[src/rtl/rr_arb_pkg.sv]
// Shared types and sizing helpers for the round-robin grant arbiter.
// The optional hold timeout in the top is enabled by defining ARB_TIMEOUT_EN.
package rr_arb_pkg;

   typedef enum logic {ARB_IDLE, ARB_BUSY} arb_state_t;

   localparam int RR_DEFAULT_N = 8;

   // Index width for n requesters; never narrower than one bit.
   function automatic int rr_idw(input int n);
      return (n > 1) ? $clog2(n) : 1;
   endfunction

endpackage

[src/rtl/rr_grant_arbiter_if.sv]
// Bundle of request/grant signals between the requesters and the arbiter.
interface rr_grant_arbiter_if
   import rr_arb_pkg::*;
#(
   parameter int N   = RR_DEFAULT_N,
   parameter int IDW = rr_idw(N)
) ();

   // Handshake: req is a level held by each requester. gnt/gnt_id/gnt_valid
   // change only on a clock edge and stay stable while a grant is owned. The
   // owner ends its grant with a one-cycle rel pulse. The arbiter may instead
   // end it with a forced release, flagged by a one-cycle timeout pulse.
   logic [N-1:0]   req;
   logic           rel;
   logic [N-1:0]   gnt;
   logic [IDW-1:0] gnt_id;
   logic           gnt_valid;
   logic           timeout;
   arb_state_t     state;

   modport slave (
      input  req, rel,
      output gnt, gnt_id, gnt_valid, timeout, state
   );

   modport master (
      output req, rel,
      input  gnt, gnt_id, gnt_valid, timeout, state
   );

endinterface

[src/rtl/rr_grant_arbiter_pick.sv]
// Combinational round-robin winner search: the lowest request above last_id,
// falling back to the lowest request overall.
module rr_pick
   import rr_arb_pkg::*;
#(
   parameter int N   = RR_DEFAULT_N,
   parameter int IDW = rr_idw(N)
) (
   input  logic [N-1:0]   req,
   input  logic [IDW-1:0] last_id,
   output logic [IDW-1:0] winner,
   output logic           found
);

   logic [N-1:0]   mask;
   logic [N-1:0]   masked_req;
   logic [IDW-1:0] masked_id;
   logic           masked_hit;
   logic [IDW-1:0] plain_id;

   always_comb begin
      mask = '0;
      for (int i = 0; i < N; i++) begin
         mask[i] = (i > int'(last_id));
      end
   end

   assign masked_req = req & mask;

   // Scanning from the top down leaves the lowest set index in the result.
   always_comb begin
      masked_id  = '0;
      masked_hit = 1'b0;
      plain_id   = '0;
      for (int i = N - 1; i >= 0; i--) begin
         if (masked_req[i]) begin
            masked_id  = IDW'(i);
            masked_hit = 1'b1;
         end
         if (req[i]) begin
            plain_id = IDW'(i);
         end
      end
   end

   assign found  = |req;
   assign winner = masked_hit ? masked_id : plain_id;

endmodule

[src/rtl/rr_grant_arbiter.sv]
// Registered round-robin arbiter: grants are held until rel, re-arbitrated on
// the release edge. Define ARB_TIMEOUT_EN to force release after MAX_HOLD cycles.
module rr_grant_arbiter
   import rr_arb_pkg::*;
#(
   parameter int N        = RR_DEFAULT_N,
   parameter int IDW      = rr_idw(N),
   parameter int MAX_HOLD = 16
) (
   input  logic               clk,
   input  logic               rst_n,
   rr_grant_arbiter_if.slave  bus
);

   arb_state_t     state_q, state_d;
   logic [N-1:0]   gnt_q, gnt_d;
   logic [IDW-1:0] gnt_id_q, gnt_id_d;
   logic           gnt_valid_q, gnt_valid_d;
   logic [IDW-1:0] last_id_q, last_id_d;

   logic [IDW-1:0] pick_id;
   logic           pick_found;
   logic           load;
   logic           forced;
   logic           release_now;

   rr_pick #(
      .N   (N),
      .IDW (IDW)
   ) u_pick (
      .req     (bus.req),
      .last_id (last_id_q),
      .winner  (pick_id),
      .found   (pick_found)
   );

   assign release_now = bus.rel | forced;

   always_comb begin
      state_d     = state_q;
      gnt_d       = gnt_q;
      gnt_id_d    = gnt_id_q;
      gnt_valid_d = gnt_valid_q;
      last_id_d   = last_id_q;
      load        = 1'b0;

      case (state_q)
         ARB_IDLE: begin
            if (pick_found) begin
               load = 1'b1;
            end
         end
         ARB_BUSY: begin
            if (release_now) begin
               if (pick_found) begin
                  load = 1'b1;
               end else begin
                  // gnt_id deliberately keeps the last owner while idle.
                  state_d     = ARB_IDLE;
                  gnt_d       = '0;
                  gnt_valid_d = 1'b0;
               end
            end
         end
      endcase

      if (load) begin
         state_d     = ARB_BUSY;
         gnt_d       = {{(N-1){1'b0}}, 1'b1} << pick_id;
         gnt_id_d    = pick_id;
         gnt_valid_d = 1'b1;
         last_id_d   = pick_id;
      end
   end

   always_ff @(posedge clk or negedge rst_n) begin
      if (!rst_n) begin
         state_q     <= ARB_IDLE;
         gnt_q       <= '0;
         gnt_id_q    <= '0;
         gnt_valid_q <= 1'b0;
         last_id_q   <= IDW'(N - 1);
      end else begin
         state_q     <= state_d;
         gnt_q       <= gnt_d;
         gnt_id_q    <= gnt_id_d;
         gnt_valid_q <= gnt_valid_d;
         last_id_q   <= last_id_d;
      end
   end

`ifdef ARB_TIMEOUT_EN
   localparam int HW = (MAX_HOLD > 1) ? $clog2(MAX_HOLD) : 1;

   logic [HW-1:0] hold_q, hold_d;
   logic          timeout_q, timeout_d;

   // An owner's own rel on the limit cycle wins: that is a normal release.
   assign forced = (state_q == ARB_BUSY) && !bus.rel && (hold_q == HW'(MAX_HOLD - 1));

   always_comb begin
      hold_d    = hold_q;
      timeout_d = forced;
      if (load) begin
         hold_d = '0;
      end else if (state_q == ARB_BUSY) begin
         hold_d = hold_q + 1'b1;
      end else begin
         hold_d = '0;
      end
   end

   always_ff @(posedge clk or negedge rst_n) begin
      if (!rst_n) begin
         hold_q    <= '0;
         timeout_q <= 1'b0;
      end else begin
         hold_q    <= hold_d;
         timeout_q <= timeout_d;
      end
   end

   assign bus.timeout = timeout_q;
`else
   logic unused_hold;

   assign unused_hold = (MAX_HOLD > 0);
   assign forced      = 1'b0;
   assign bus.timeout = 1'b0;
`endif

   assign bus.gnt       = gnt_q;
   assign bus.gnt_id    = gnt_id_q;
   assign bus.gnt_valid = gnt_valid_q;
   assign bus.state     = state_q;

endmodule

[src/flat_wrapper.sv]
// flat-port wrapper written by rule: the top's interface ports become plain ports
module rr_grant_arbiter_flat import rr_arb_pkg::*;
#(
   parameter int N        = RR_DEFAULT_N,
   parameter int IDW      = rr_idw(N),
   parameter int MAX_HOLD = 16
)
  (clk, rst_n, bus_req, bus_rel, bus_gnt, bus_gnt_id, bus_gnt_valid, bus_timeout, bus_state);
  rr_grant_arbiter_if #(.N(N), .IDW(IDW)) bus_i ();
  input  logic clk;
  input  logic rst_n;
  input wire logic [$bits(bus_i.req)-1:0] bus_req;
  input wire logic [$bits(bus_i.rel)-1:0] bus_rel;
  output wire logic [$bits(bus_i.gnt)-1:0] bus_gnt;
  output wire logic [$bits(bus_i.gnt_id)-1:0] bus_gnt_id;
  output wire logic [$bits(bus_i.gnt_valid)-1:0] bus_gnt_valid;
  output wire logic [$bits(bus_i.timeout)-1:0] bus_timeout;
  output wire logic [$bits(bus_i.state)-1:0] bus_state;
  assign bus_i.req = bus_req;
  assign bus_i.rel = bus_rel;
  assign bus_gnt = bus_i.gnt;
  assign bus_gnt_id = bus_i.gnt_id;
  assign bus_gnt_valid = bus_i.gnt_valid;
  assign bus_timeout = bus_i.timeout;
  assign bus_state = bus_i.state;
  rr_grant_arbiter #(.N(N), .IDW(IDW), .MAX_HOLD(MAX_HOLD)) u_core (.clk(clk), .rst_n(rst_n), .bus(bus_i));
endmodule
[config.mk]
export PLATFORM = sky130hd
export DESIGN_NAME = rr_grant_arbiter_flat
export DESIGN_NICKNAME = d
export VERILOG_FILES = /design/src/rtl/rr_arb_pkg.sv /design/src/rtl/rr_grant_arbiter_if.sv /design/src/rtl/rr_grant_arbiter_pick.sv /design/src/rtl/rr_grant_arbiter.sv /design/src/flat_wrapper.sv
export SDC_FILE = /design/constraint.sdc
export NUM_CORES = 1
export LEC_CHECK = 0
export ABC_AREA = 1
export CORE_MARGIN = 1.5
export CORE_UTILIZATION = 47
export DETAILED_ROUTE_END_ITERATION = 8
export PLACE_DENSITY = 0.78
export SETUP_SLACK_MARGIN = 0.3
export SYNTH_ARGS = -nofsm -noshare
export SYNTH_HDL_FRONTEND = slang
export SYNTH_SLANG_ARGS = --single-unit
[constraint.sdc]
create_clock -name clk -period 1.7 [get_ports clk]
set_clock_uncertainty 0.2 [all_clocks]
set_input_delay 0.255 -clock clk [delete_from_list [all_inputs] [get_ports clk]]
set_output_delay 0.255 -clock clk [all_outputs]
set_load 0.1 [all_outputs]
==> impl_metrics.csv, run 1 <==
group,metric,value,unit
clock_tree,cts_tree,"built",
grt,grt_pass1_wl,4090,um
synthesis,synth_common_cells,"nand2_1 (56), inv_1 (16), nand3_1 (14), dfrtp_1 (13), nor2_1 (9)",
placed_design,portBuffers,23,
floorplan,core,0.00192,mm^2
clock_tree,path_clk_slew,0.09,ns
clock_tree,cts_buffers,3,
synthesis,yosysWarnings,0,
placed_design,hpwl,1810,um
worst_setup_path,r2r_start,"u_core.last_id_q[1]",
placed_design,placed_area,0.00140,mm^2
timing,setup_slack,-0.161,ns
synthesis,avgSynthCellArea,7.07,um^2
timing,max_freq,0.537,GHz
power,leakage,0.843,nW
synthesis,ys_async_sr_fraction,100,%
grt,grt_overflow,0,
floorplan,start_util,49.3,%
timing,period_needed,1.86,ns
worst_setup_path,critPathCaptureType,"flip-flop",
routing,wirelength,3490,um
worst_hold_path,hp-class,"primary input to asynchronous set/reset pin",
synthesis,seq_area_frac_synth,42.7,%
final_layout,area_growth,76.2,%
grt,grt_use_total,26.2,%
clock_tree,root_buffer,"clkbuf_4",
timing,whs,0.0852,ns
worst_setup_path,critPathKind,"flip-flop to flip-flop",
clock_tree,cts.sink_count,16,
worst_setup_path,required,1.68,ns
power,power_density,2100,mW/mm^2
grt,grt_max_degree,17,
final_layout,drive_above_1_share,49.7,%
grt,antenna_found_initial,0,
worst_setup_path,crit_start,"u_core.last_id_q[1]",
power,vdd_drop_max,2.08,mV
floorplan,row_count,16,
routing,drtAntennaViolNets,0,
clock_tree,ctsHtreeMaxLevel,1,
floorplan,die_area,0.00229,mm^2
status,outcome,"finished with violations",
timing,hold_violations,0,
floorplan,dieWidth,47.9,um
routing,post_drt_via_cell_ratio,5.41,
synthesis,synth.most_common_cell,"nand2_1",
floorplan,num_io_pins,25,
synthesis,yosys-top-cells-area,"dfrtp_1 (34%), nand2_1 (22%), dfstp_2 (8.3%)",
final_layout,final_cell_area,0.00167,mm^2
synthesis,synth_nets,145,
clock_tree,cts_max_path_buffers,2,
timing,finalCritPeriodShare,109,%
clock_tree,insertion_delay,0.28,ns
routing,first_pass_iters,4,
worst_setup_path,cp.arrival,1.84,ns
routing,routed-via-count,1103,
timing,grt_setup_unrepaired,"yes",
worst_setup_path,crit_fanout,6,
synthesis,synthCells,134,
synthesis,yosys.cell_types.count,21,
timing,slew_viol_final,0,
synthesis,synth_area,947,um^2
synthesis,synth_edf_count,0,
synthesis,synth-main-ff-cell,"dfrtp_1",
floorplan,die_h,47.9,um
grt,grt_pass1_vias,1000,
final_layout,antennaDiodeCount,0,
status,violations,"setup timing",
synthesis,synth_top_area_share,34.3,%
placed_design,gp_congestion,0.825,
worst_setup_path,start_kind,"flip-flop",
synthesis,ys_ff_latch,16,
synthesis,yosys.area.top_type,"dfrtp_1",
routing,wl_per_cell,17.1,um
run,max_cap_violations,0,
final_layout,nets,189,
timing,setup_viol_count_final,14,
routing,drc,0,
routing,drtIter0Drc,52,
==> cell families (layout without fill, tap and decap cells) <==
logic type             Yosys count  in the layout  share of synthesized area (%)
other                            1              1                          0.396
AND/OR/NAND/NOR                 91             91                           43.7
AO/OA/AOI/OAI                    6              6                           4.89
flip-flops                      16             16                           42.7
buffers and inverters           20             63                           8.32
==> stage by stage <==
step	TNS (ns)	util [%]	worst slack [ns]	total power, mW	cells
floorplan	0	-	0.116	2.01	134
global placement	-1.72	72.9	-0.161	2.71	190
detailed placement	-2.57	72.9	-0.242	2.75	190
CTS	-0.352	82.0	-0.0760	3.21	203
global route	-2.98	86.8	-0.295	3.64	204
finish	-1.58	86.8	-0.161	3.50	204
==> timing repair <==
item / in CTS / in global routing
setup endpoints to repair: 16 / 17
resized for setup: 30 / 20
hold buffers: 0 / 0
pin swaps: 6 / 9
buffers inserted: 9 / 1
==> final cells by class <==
| type | instances | area [um^2] |
|---|---|---|
| multi-input cells | 98 | 627 |
| repair buffers | 40 | 488 |
| flip-flops and latches | 16 | 408 |
| fillers | 102 | 253 |
| inverters | 19 | 76.3 |
| clock buffers | 4 | 36.3 |
| well taps | 27 | 33.8 |
==> where the power goes <==
part | leakage [nW] | switching, mW | total, mW | internal, mW
Combinational | 0.626 | 1.63 | 2.48 | 0.851
Sequential | 0.196 | 0.211 | 0.763 | 0.552
Clock | 0.0210 | 0.120 | 0.251 | 0.130
Total | 0.843 | 1.96 | 3.50 | 1.53
==> flip-flops by register name, indices dropped and copies added, names as in the netlist <==
| register | cells |
|---|---|
| u_core.bus.state | 1 |
| u_core.last_id_q | 3 |
| u_core.bus.gnt_id | 3 |
| u_core.bus.gnt | 8 |
| u_core.bus.gnt_valid | 1 |
==> critical path: stages, from the launching register on <==
cell	delay, ns
dfstp_2	0.63
nand2_2	0.10
nand3_4	0.11
nand2_4	0.08
inv_2	0.08
nand2_2	0.07
nor2_4	0.11
nand2_2	0.07
nand2_4	0.12
inv_4	0.07
nand3_2	0.08
nand2_1	0.06
==> final timing paths <==
kind	end	slack (ns)	cells after the start
worst max-delay path	u_core.bus.gnt[4]	-0.16	11
min in group clk	u_core.bus.state	0.28	5
worst min register to register	u_core.bus.gnt_valid	0.35	2
worst max register to register	u_core.bus.gnt[4]	-0.16	11
max in group asynchronous	u_core.last_id_q[0]	0.97	2
worst min-delay path	u_core.bus.gnt[6]	0.09	2
==> cell usage in the layout (no fill, tap or decap), drive strengths merged <==
cell	count
o21ai	3
clkdlybuf4s50	7
buf	30
conb	1
dlygate4sd2	3
nand2	60
clkbuf	4
dfstp	3
nor2	12
a31oi	1
nand4	1
a21oi	2
inv	19
nor3	1
dfrtp	13
nand3	17
==> routing by layer <==
layer,vias to the layer above,global-route usage (%),wire (um)
li1,502,-,-
met5,-,0,0
met1,523,28.9,1310
met4,0,14.1,76
met2,68,47.7,1900
met3,10,4.15,212
Note: power is estimated with default switching activity, not from simulation.
==> run 2, diff against run 1 <==
- TNS_END_PERCENT: not set -> 5
==> run 2 against run 1 <==
  * The run still ends with setup timing left
  * Highest routed layer unchanged
  * Critical endpoint is now u_core.bus.gnt_id[2]
  * Sequential cell count unchanged
  * First-iteration DRC count decreased by 54%
  * Die area unchanged
==> impl_metrics.csv, run 2 (synthesis results as in run 1) <==
group,metric,value,unit
routing,post_drt_via_cell_ratio,4.91,
routing,routed-via-count,987,
timing,setup_slack,-0.0860,ns
final_layout,nets,186,
floorplan,core,0.00192,mm^2
clock_tree,cts_max_path_buffers,2,
timing,setup_viol_count_final,14,
clock_tree,cts_buffers,3,
grt,grt_pass1_vias,832,
final_layout,area_growth,67.1,%
final_layout,final_common_cell,"nand2_1",
timing,slew_viol_final,0,
worst_setup_path,cp.arrival,1.76,ns
worst_setup_path,rr_endpoint,"u_core.bus.gnt_id[2]",
floorplan,die_area,0.00229,mm^2
timing,period_needed,1.79,ns
placed_design,portBuffers,23,
worst_setup_path,reg2reg_slack,-0.09,ns
clock_tree,cts_tree,"built",
clock_tree,cts.sink_count,16,
worst_setup_path,critPathCaptureType,"flip-flop",
floorplan,dieWidth,47.9,um
status,outcome,"finished with violations",
worst_setup_path,critical-path-top-delay-family,"flip-flops",
clock_tree,path_clk_slew,0.09,ns
floorplan,num_io_pins,25,
grt,grt_use_total,20.9,%
routing,route.met2.wl,1380,um
worst_setup_path,critPathKind,"flip-flop to flip-flop",
routing,drc,0,
worst_setup_path,worst-path-buf-inv,1,
worst_setup_path,worst_path_max_delay_cell,"dfstp_2",
routing,top_layer_used,"met4",
worst_setup_path,crit_path_cell_trace,"nand3_2, nand2_2, nand2_2, nor2_2, nand2_2, a21oi_4, buf_6, nor2_1",
worst_setup_path,crit_fanout,5,
timing,grt_setup_unrepaired,"yes",
routing,wl_per_cell,12.5,um
worst_hold_path,hp-class,"primary input to asynchronous set/reset pin",
power,vdd_drop_max,2.26,mV
final_layout,fin_cells,201,
final_layout,antennaDiodeCount,0,
clock_tree,root_buffer,"clkbuf_4",
final_layout,drive_above_1_share,44.3,%
power,power_density,2090,mW/mm^2
timing,hold_violations,0,
routing,first_pass_iters,4,
timing,max_freq,0.560,GHz
status,violations,"setup timing",
floorplan,row_count,16,
timing,finalCritPeriodShare,105,%
worst_setup_path,crit_top_cell,"nand2_2",
clock_tree,insertion_delay,0.28,ns
worst_setup_path,worst-path-stages,8,
clock_tree,cts_hold_buf,0,
placed_design,gp_congestion,0.863,
clock_tree,ctsHtreeMaxLevel,1,
worst_setup_path,start_kind,"flip-flop",
placed_design,hpwl,1760,um
final_layout,fin_util,82.4,%
routing,met1_length,1030,um
grt,grt_max_degree,17,
placed_design,placed_cells_incl_taps,190,
floorplan,start_util,49.3,%
worst_setup_path,r2r_start,"u_core.last_id_q[2]",
worst_setup_path,cp_slowest_stage_delay,0.60,ns
grt,grt_overflow,0,
final_layout,largest_reg_flops,8,
routing,drtAntennaViolNets,0,
timing,fin_tns_setup,-0.822,ns
power,leakage,0.812,nW
routing,drtIter0Drc,24,
final_layout,final_cell_mix,"nand2_1 (44), nand2_2 (15), inv_1 (14), buf_12 (13), buf_4 (13)",
routing,wirelength,2510,um
final_layout,nFillCells,132,
worst_setup_path,required,1.68,ns
floorplan,die_h,47.9,um
routing,met3_length,68,um
grt,antenna_found_initial,0,
worst_setup_path,reg2reg_depth,8,
run,max_cap_violations,0,
grt,grt_pass1_wl,3380,um
[run 2: area by class of cell]
type                            instances  area (um^2)  share of cell area [%]
Tap cell                               27         33.8                    2.13
Clock buffer                            4         36.3                    2.29
Inverter                               19         73.8                    4.66
Multi-Input combinational cell         98          562                    35.5
Sequential cell                        16          408                    25.8
Timing Repair Buffer                   37          469                    29.6
[run 2: worst reg2reg max path: stages (launching register included)]
cell     delay, ns
dfstp_2       0.60
nand3_2       0.12
nand2_2       0.07
nand2_2       0.08
nor2_2        0.14
nand2_2       0.09
a21oi_4       0.22
buf_6         0.14
nor2_1        0.03
[run 2: power by group]
group	internal, mW	total, mW	leakage (nW)	switching, mW
clock network	0.130	0.242	0.0210	0.112
logic	0.822	2.33	0.596	1.51
registers	0.552	0.730	0.196	0.179
total	1.50	3.30	0.812	1.80
[run 2: timing repair]
| action | 4_1_cts | 5_1_grt |
|---|---|---|
| buffers inserted | 3 | 4 |
| pin swaps | 5 | 15 |
| gates resized for setup | 6 | 26 |
| setup endpoints to repair | 16 | 16 |
[run 2: worst max path at each step]
stage,start,to,slack (ns)
finish,u_core.last_id_q[2],u_core.bus.gnt_id[2],-0.09
global route,u_core.last_id_q[1],u_core.bus.gnt_id[0],-0.19
CTS,u_core.last_id_q[1],u_core.bus.gnt[0],-0.06
detailed placement,bus_req[4],u_core.bus.gnt[0],-0.31
global placement,bus_req[5],u_core.bus.gnt[5],-0.28
floorplan,u_core.last_id_q[1],u_core.bus.gnt[4],0.12
[run 2: per-layer routing]
| layer | global-route usage (%) | vias up |
|---|---|---|
| li1 | - | 489 |
| met1 | 28.3 | 470 |
| met2 | 36.3 | 26 |
| met3 | 2.26 | 2 |
| met4 | 4.32 | 0 |
| met5 | 0 | - |
[run 2: per-stage QoR]
stage	worst slack (ns)	total power, mW	area (um^2)	hold slack (ns)
global placement	-0.275	2.69	1390	0.288
global route	-0.194	3.46	1580	0.103
floorplan	0.116	2.00	951	-0.241
detailed placement	-0.307	2.73	1390	0.309
finish	-0.0860	3.30	1580	0.0827
CTS	-0.0626	3.02	1460	0.0828
==> run 3, diff against run 2 <==
- CTS_CLUSTER_SIZE: not set -> 28
- PLACE_DENSITY: 0.78 -> not set
- PLACE_DENSITY_LB_ADDON: not set -> 0.05
- REMOVE_ABC_BUFFERS: not set -> 1
==> run 3 against run 2 <==
  * The run still ends with setup timing left
  * Maximum frequency is 1.1% lower
  * Utilization is 3.5 points lower
  * Routed wire length is 3.6% lower
  * Clock-buffer cell count stayed put
  * Via count is 3.6% lower
  * Sequential power is 2% higher
  * Largest cell class unchanged
  * Largest power group unchanged
==> impl_metrics.csv, run 3 (synthesis results as in run 1) <==
group,metric,value,unit
worst_setup_path,start_kind,"flip-flop",
floorplan,start_util,49.3,%
timing,max_freq,0.554,GHz
floorplan,core,0.00192,mm^2
worst_setup_path,critPathCaptureType,"flip-flop",
floorplan,num_io_pins,25,
routing,wirelength,2420,um
placed_design,hpwl,1720,um
timing,slew_viol_final,0,
placed_design,gp_congestion,0.826,
final_layout,fin_util,78.8,%
worst_setup_path,crit_top_cell,"nand2_2",
worst_setup_path,cp_slowest_stage_delay,0.60,ns
clock_tree,root_buffer,"clkbuf_4",
power,power_density,2090,mW/mm^2
routing,post_drt_via_cell_ratio,4.85,
worst_hold_path,hp-class,"primary input to asynchronous set/reset pin",
final_layout,antennaDiodeCount,0,
final_layout,largest_reg_flops,8,
timing,setup_slack,-0.105,ns
final_layout,nets,181,
grt,grt_use_total,21.2,%
run,max_cap_violations,0,
clock_tree,path_clk_slew,0.09,ns
timing,finalCritPeriodShare,106,%
worst_setup_path,crit_fanout,6,
worst_setup_path,worst_path_max_delay_cell,"dfstp_2",
floorplan,row_count,16,
worst_setup_path,critical-path-top-delay-family,"simple AND/OR/NAND/NOR gates",
clock_tree,cts_tree,"built",
grt,grt_pass1_vias,834,
placed_design,portBuffers,23,
worst_setup_path,required,1.69,ns
final_layout,nFillCells,134,
power,vdd_drop_max,1.53,mV
final_layout,final_common_cell,"nand2_1",
timing,fin_tns_setup,-0.890,ns
timing,grt_setup_unrepaired,"yes",
routing,drtIter0Drc,20,
routing,drc,0,
timing,setup_viol_count_final,13,
clock_tree,cts_max_path_buffers,2,
routing,first_pass_iters,4,
routing,routed-via-count,951,
clock_tree,cts_hold_buf,0,
worst_setup_path,cp.arrival,1.79,ns
clock_tree,ctsHtreeMaxLevel,1,
worst_setup_path,critPathKind,"flip-flop to flip-flop",
worst_setup_path,crit_path_cell_trace,"nand3_2, nand2_2, nand2_2, inv_2, nand2_2, nor2_4, nand2_2, nand2_4, inv_4, nand3_1, nand2_1",
grt,grt_pass1_wl,3410,um
timing,hold_violations,0,
worst_setup_path,worst-path-buf-inv,2,
floorplan,dieWidth,47.9,um
status,outcome,"finished with violations",
power,leakage,0.780,nW
clock_tree,cts_buffers,3,
grt,antenna_found_initial,0,
grt,grt_overflow,0,
timing,period_needed,1.81,ns
floorplan,die_h,47.9,um
clock_tree,cts.sink_count,16,
status,violations,"setup timing",
floorplan,die_area,0.00229,mm^2
routing,wl_per_cell,12.4,um
final_layout,final_cell_mix,"nand2_1 (43), nand2_2 (15), inv_1 (13), buf_12 (13), dfrtp_1 (13)",
routing,drtAntennaViolNets,0,
clock_tree,insertion_delay,0.28,ns
final_layout,area_growth,60.0,%
final_layout,drive_above_1_share,40.2,%
grt,grt_max_degree,17,
run 3: final timing paths:
path,from,endpoint,slack (ns),depth (start not counted)
max in group asynchronous,rst_n,u_core.last_id_q[2],0.97,2
setup reg to reg,u_core.last_id_q[1],u_core.bus.gnt[0],-0.11,11
hold / removal,rst_n,u_core.bus.gnt[2],0.07,2
hold reg to reg,u_core.bus.gnt_id[0],u_core.bus.gnt_id[0],0.35,2
setup / recovery,u_core.last_id_q[1],u_core.bus.gnt[0],-0.11,11
min in group clk,u_core.bus.gnt_id[0],u_core.bus.gnt_id[0],0.35,2
run 3: per-layer routing:
metal  global-route usage (%)  share of wire (%)  vias to the layer above
met5                        0                  0                        -
met4                     6.49               0.25                        0
met3                     2.64                4.0                        2
met2                     36.8                 51                       22
met1                     27.5                 45                      446
li1                         -                  -                      481
run 3: worst register-to-register path, cell delays in order, from the launching register on:
cell and delay (ns):
dfstp_2 0.60, nand3_2 0.11, nand2_2 0.07, nand2_2 0.08, inv_2 0.07, nand2_2 0.06
nor2_4 0.13, nand2_2 0.08, nand2_4 0.12, inv_4 0.06, nand3_1 0.08, nand2_1 0.05
run 3: per-stage QoR:
stage	std cells	worst slack, ns	hold WS, ns	area, um^2	power (mW)
5_1_grt	196	-0.179	0.102	1520	3.32
3_5_place_dp	191	-0.299	0.289	1390	2.74
2_1_floorplan	133	-0.187	-0.241	940	1.99
3_3_place_gp	191	-0.212	0.283	1390	2.71
6_report	196	-0.105	0.0728	1520	3.16
4_1_cts	196	-0.0491	0.0725	1480	3.09
run 3: layout make-up:
class	instances	area (um^2)	area share (%)
clock buffer	4	26.3	1.73
sequential	16	404	26.7
timing repair buffer	32	428	28.2
multi-input combinational	98	549	36.3
inverter	19	73.8	4.87
tap	27	33.8	2.23
run 3: repair_timing:
action | CTS | global route
resized for setup | 18 | 11
endpoints found under the setup margin | 15 | 15
pin swaps | 10 | 4
buffers inserted | 1 | 0
cloned | 0 | 0
endpoints found under the hold margin | 0 | 0
run 3: report_power, final:
part | switching [mW] | internal, mW | total (mW)
combinational | 1.46 | 0.756 | 2.21
clock | 0.116 | 0.0911 | 0.207
sequential | 0.189 | 0.552 | 0.741
==> edit 1: new RTL, config.mk and constraints of run 3 <==
Change the package constant `RR_DEFAULT_N` from 8 to 16.
--- a/src/rtl/rr_arb_pkg.sv
+++ b/src/rtl/rr_arb_pkg.sv
@@ -4,7 +4,7 @@
 
    typedef enum logic {ARB_IDLE, ARB_BUSY} arb_state_t;
 
-   localparam int RR_DEFAULT_N = 8;
+   localparam int RR_DEFAULT_N = 16;
 
    // Index width for n requesters; never narrower than one bit.
    function automatic int rr_idw(input int n);
Ports: changed (resized bus_gnt, bus_gnt_id and bus_req); port bits go from 25 to 42. No check against the original RTL was run, so the function may have changed too.
==> edit 1 against run 3 <==
  * The run still ends with negative setup slack left
  * Setup slack got worse by 590 ps
  * Cell area rose by 79%
  * Core utilization increased by 1.7 points
  * Wire length grew 110%
  * Synthesized area grew 76%
  * Synthesized cell count rose by 83%
  * Total power rose by 66%
  * Sequential cell count increased by 10
  * Largest power group unchanged
==> edit 1: results (changes against run 3) <==
outcome complete, but fails checks; failing checks negative setup slack; grt met2 use 0.4395 (+0.07152); Post-CTS Setup Bufs 0 (-1); GRT Util Overall 0.2527 (+0.04058); CP arrival 2420 ps (+630 ps); Clock transition at path regs 140 ps (+50 ps); first-pass GRT wire length 8.052 mm (+140%); nets@finish 341 (+88%); vias in the first global route 1779 (+110%); clock latency on the worst-skew pair 330 ps (+50 ps); PnR worst setup slack -691.6 ps (-586.6 ps); drt initial violations 145 (+630%); post-DP HPWL 3.603 mm (+110%); distinct cell type count after synthesis 30 (+43%); top cells by area in the synthesized netlist dfrtp_1, nand2_1, dfstp_2; Setup-failing EPs final 25 (+12); post-synthesis area per instance 6.813 sq um (-3.6%); fraction of layout cells with a size suffix above 1 0.3022 (-0.1002); Finished Layout Cells 367 (+87%); top cells by count, synth nand2_1, inv_1, nor2_1; met1 GRT Util 0.3407 (+0.06584); drt via density 5.125 (+5.6%); Leakage 1.404 nW (+80%); Reg-to-Reg End u_core.bus.gnt[4]
## edit 1: kinds of logic after synthesis
group                  count (synthesis)  share of synthesized area
AOI/OAI and AO/OA                     16                    0.06747
buffers and inverters                 38                    0.09146
DFF                                   26                     0.3928
other                                  1                   0.002247
and+or+nand+nor                      164                     0.4460
## edit 1: cell type report
| class | instances | area [sq um] | area share |
|---|---|---|---|
| Multi-Input combinational cell | 182 | 933.4 | 0.3447 |
| Timing Repair Buffer | 73 | 884.6 | 0.3267 |
| Sequential cell | 26 | 655.6 | 0.2421 |
| Inverter | 36 | 140.1 | 0.05176 |
| Tap cell | 46 | 57.56 | 0.02126 |
| Clock buffer | 4 | 36.28 | 0.01340 |
## edit 1: stage by stage
stage	setup TNS (ps)	hold slack, ps	instance area [sq um]	worst slack, ps	power (W)
final	-14760	70.36	2708	-691.6	0.005239
after CTS	-12730	74.58	2666	-616.2	0.005105
after global routing	-18640	88.33	2708	-864.7	0.005500
after global placement	-14830	327.7	2592	-668.2	0.004632
after floorplan	-6870	-240.6	1654	-319.0	0.003229
after detailed placement	-15540	329.5	2592	-684.0	0.004710
## edit 1: how the worst max path moves through the flow
stage	to	slack (ps)	cells past startpoint
floorplan	u_core.bus.gnt[12]	-320	11
global placement	u_core.bus.gnt_id[0]	-670	17
detailed placement	u_core.bus.gnt[5]	-680	8
CTS	u_core.bus.gnt[1]	-620	13
global route	u_core.bus.gnt[4]	-860	14
finish	u_core.bus.gnt[4]	-690	13
## edit 1: power breakdown
part,internal (W),switching [W],leakage [nW],total (W)
combinational,0.00132,0.00249,1.05,0.00381
clock,0.000131,0.000184,0.0210,0.000315
sequential,0.000855,0.000258,0.331,0.00111
## edit 1: worst register-to-register path: stages, from the launching register on
cell and delay [ps]:
dfstp_2 610, inv_2 80, a21oi_2 170, nor2_1 70, nor2_1 100, inv_1 80
nor2_2 170, nand2_2 110, nor2_4 160, nand3_1 150, nand2_4 180, inv_6 70
nand4_1 90, nand2_1 70
## edit 1: metal layers
layer  share of wire  vias to the layer above
met4           0.011                        0
li1                -                      931
met1            0.44                      875
met5               0                        -
met3           0.054                        7
met2            0.50                       68
## edit 1: what timing repair did
action | in CTS | in global routing
cloned | 0 | 1
pin swaps | 3 | 3
gates resized for setup | 8 | 6
setup endpoints to repair | 45 | 48
==> edit 2: new RTL, config.mk and constraints of run 3 <==
Made on the original files. The option `ARB_TIMEOUT_EN` is turned on by a define.
--- a/src/rtl/rr_grant_arbiter.sv
+++ b/src/rtl/rr_grant_arbiter.sv
@@ -1,5 +1,7 @@
 // Registered round-robin arbiter: grants are held until rel, re-arbitrated on
 // the release edge. Define ARB_TIMEOUT_EN to force release after MAX_HOLD cycles.
+`define ARB_TIMEOUT_EN
+
 module rr_grant_arbiter
    import rr_arb_pkg::*;
 #(
Behaviour: no difference found for any inputs over 10 cycles, from zero or initial values and one cycle with rst_n low; that may be too few to reach the edited logic, so the function may still have changed.
==> edit 2 against run 3 <==
  * Sequential power is 18% higher
  * Sequential cell count is 5 higher
  * Global-route usage is 7.3 points higher
  * Wire length is 47% higher
  * First-iteration DRC count is 130% higher
  * Sequential share of layout area is 1.4 points higher
  * Setup slack worse by 16 ps
  * Synthesized cell count is 7.5% higher
  * Cell area is 24% higher
  * Synthesized area is 18% higher
  * Total power is 9.6% higher
  * The run still ends with negative setup slack left
  * Combinational power is 5% higher
==> edit 2: results (changes against run 3) <==
PnR worst setup slack -121.0 ps (-15.99 ps); Clock transition at path regs 120 ps (+30 ps); drt initial violations 46 (+130%); Peak supply drop 1.968 mV (+28%); placed inst area 1698 sq um (+22%); failing checks negative setup slack; Post-Place Setup Slack -361.6 ps (-62.78 ps); first-pass GRT wire length 5.561 mm (+63%); count of buffers from port buffering 24 (+4.3%); post-DP HPWL 2.380 mm (+39%); outcome complete, but fails checks; Worst Path Required 1770 ps (+80 ps); Leakage 0.9623 nW (+23%); Setup-failing EPs final 14 (+1); TNS Setup -1137 ps (-247.4 ps); Finished Layout Cells 228 (+16%); fraction of layout cells with a size suffix above 1 0.4500 (+0.04763); Seq/Total Area, Yosys 0.4737 (+0.04700); CP Buf/Inv Count 0 (-2); nets@finish 213 (+18%); post-synthesis area per instance 7.759 sq um (+9.8%); placed insts 218 (+14%); largest net degree at the start of global routing 22 (+5); vias in the first global route 1300 (+56%); distinct cell type count after synthesis 22 (+4.8%); highest cell delay on the worst timing path 620 ps (+20 ps); RePlAce Congestion 0.7894 (-4.4%); WL/cell 15.61 microns (+26%); drt via density 5.342 (+10%)
-- edit 2: per-layer routing --
metal / GRT usage / share of wire
met3: 0.05172 / 0.047
met4: 0.1228 / 0.026
met2: 0.5406 / 0.54
met5: 0 / 0
met1: 0.3048 / 0.39
-- edit 2: timing repair --
| action | CTS | global route |
|---|---|---|
| gates resized for setup | 13 | 22 |
| pin swaps | 5 | 11 |
| gates cloned | 0 | 1 |
| endpoints found under the setup margin | 22 | 32 |
| buffers inserted | 4 | 1 |
-- edit 2: worst paths after layout --
check / start / slack [ps] / cells past startpoint / endpoint
min reg2reg: u_core.last_id_q[1] / 340 / 2 / u_core.last_id_q[1]
min: rst_n / 100 / 2 / u_core.bus.gnt_id[2]
min in group clk: bus_req[4] / 210 / 4 / u_core.bus.state
max reg2reg: u_core.last_id_q[1] / -120 / 8 / u_core.bus.gnt[3]
max: u_core.last_id_q[1] / -120 / 8 / u_core.bus.gnt[3]
max in group asynchronous: rst_n / 920 / 2 / u_core.last_id_q[0]
-- edit 2: cell type report --
class / instances / area [sq um]
Inverter: 14 / 55.05
Multi-Input combinational cell: 110 / 643.1
Clock buffer: 4 / 26.28
Fill cell: 111 / 350.3
Tap cell: 28 / 35.03
Timing Repair Buffer: 51 / 594.3
Sequential cell: 21 / 529.3
-- edit 2: cell families after synthesis --
family / after synthesis / synth area share
DFF: 21 / 0.4737
buffers and inverters: 14 / 0.04928
AOI/OAI and AO/OA: 9 / 0.06383
xor gates and xnor gates: 2 / 0.01568
adders and majority gates: 1 / 0.01120
and+or+nand+nor: 97 / 0.3863
-- edit 2: where the power goes --
part	internal [W]	switching [W]
clock	0.0000919	0.000165
combinational	0.000836	0.00149
sequential	0.000675	0.000202
total	0.00160	0.00186
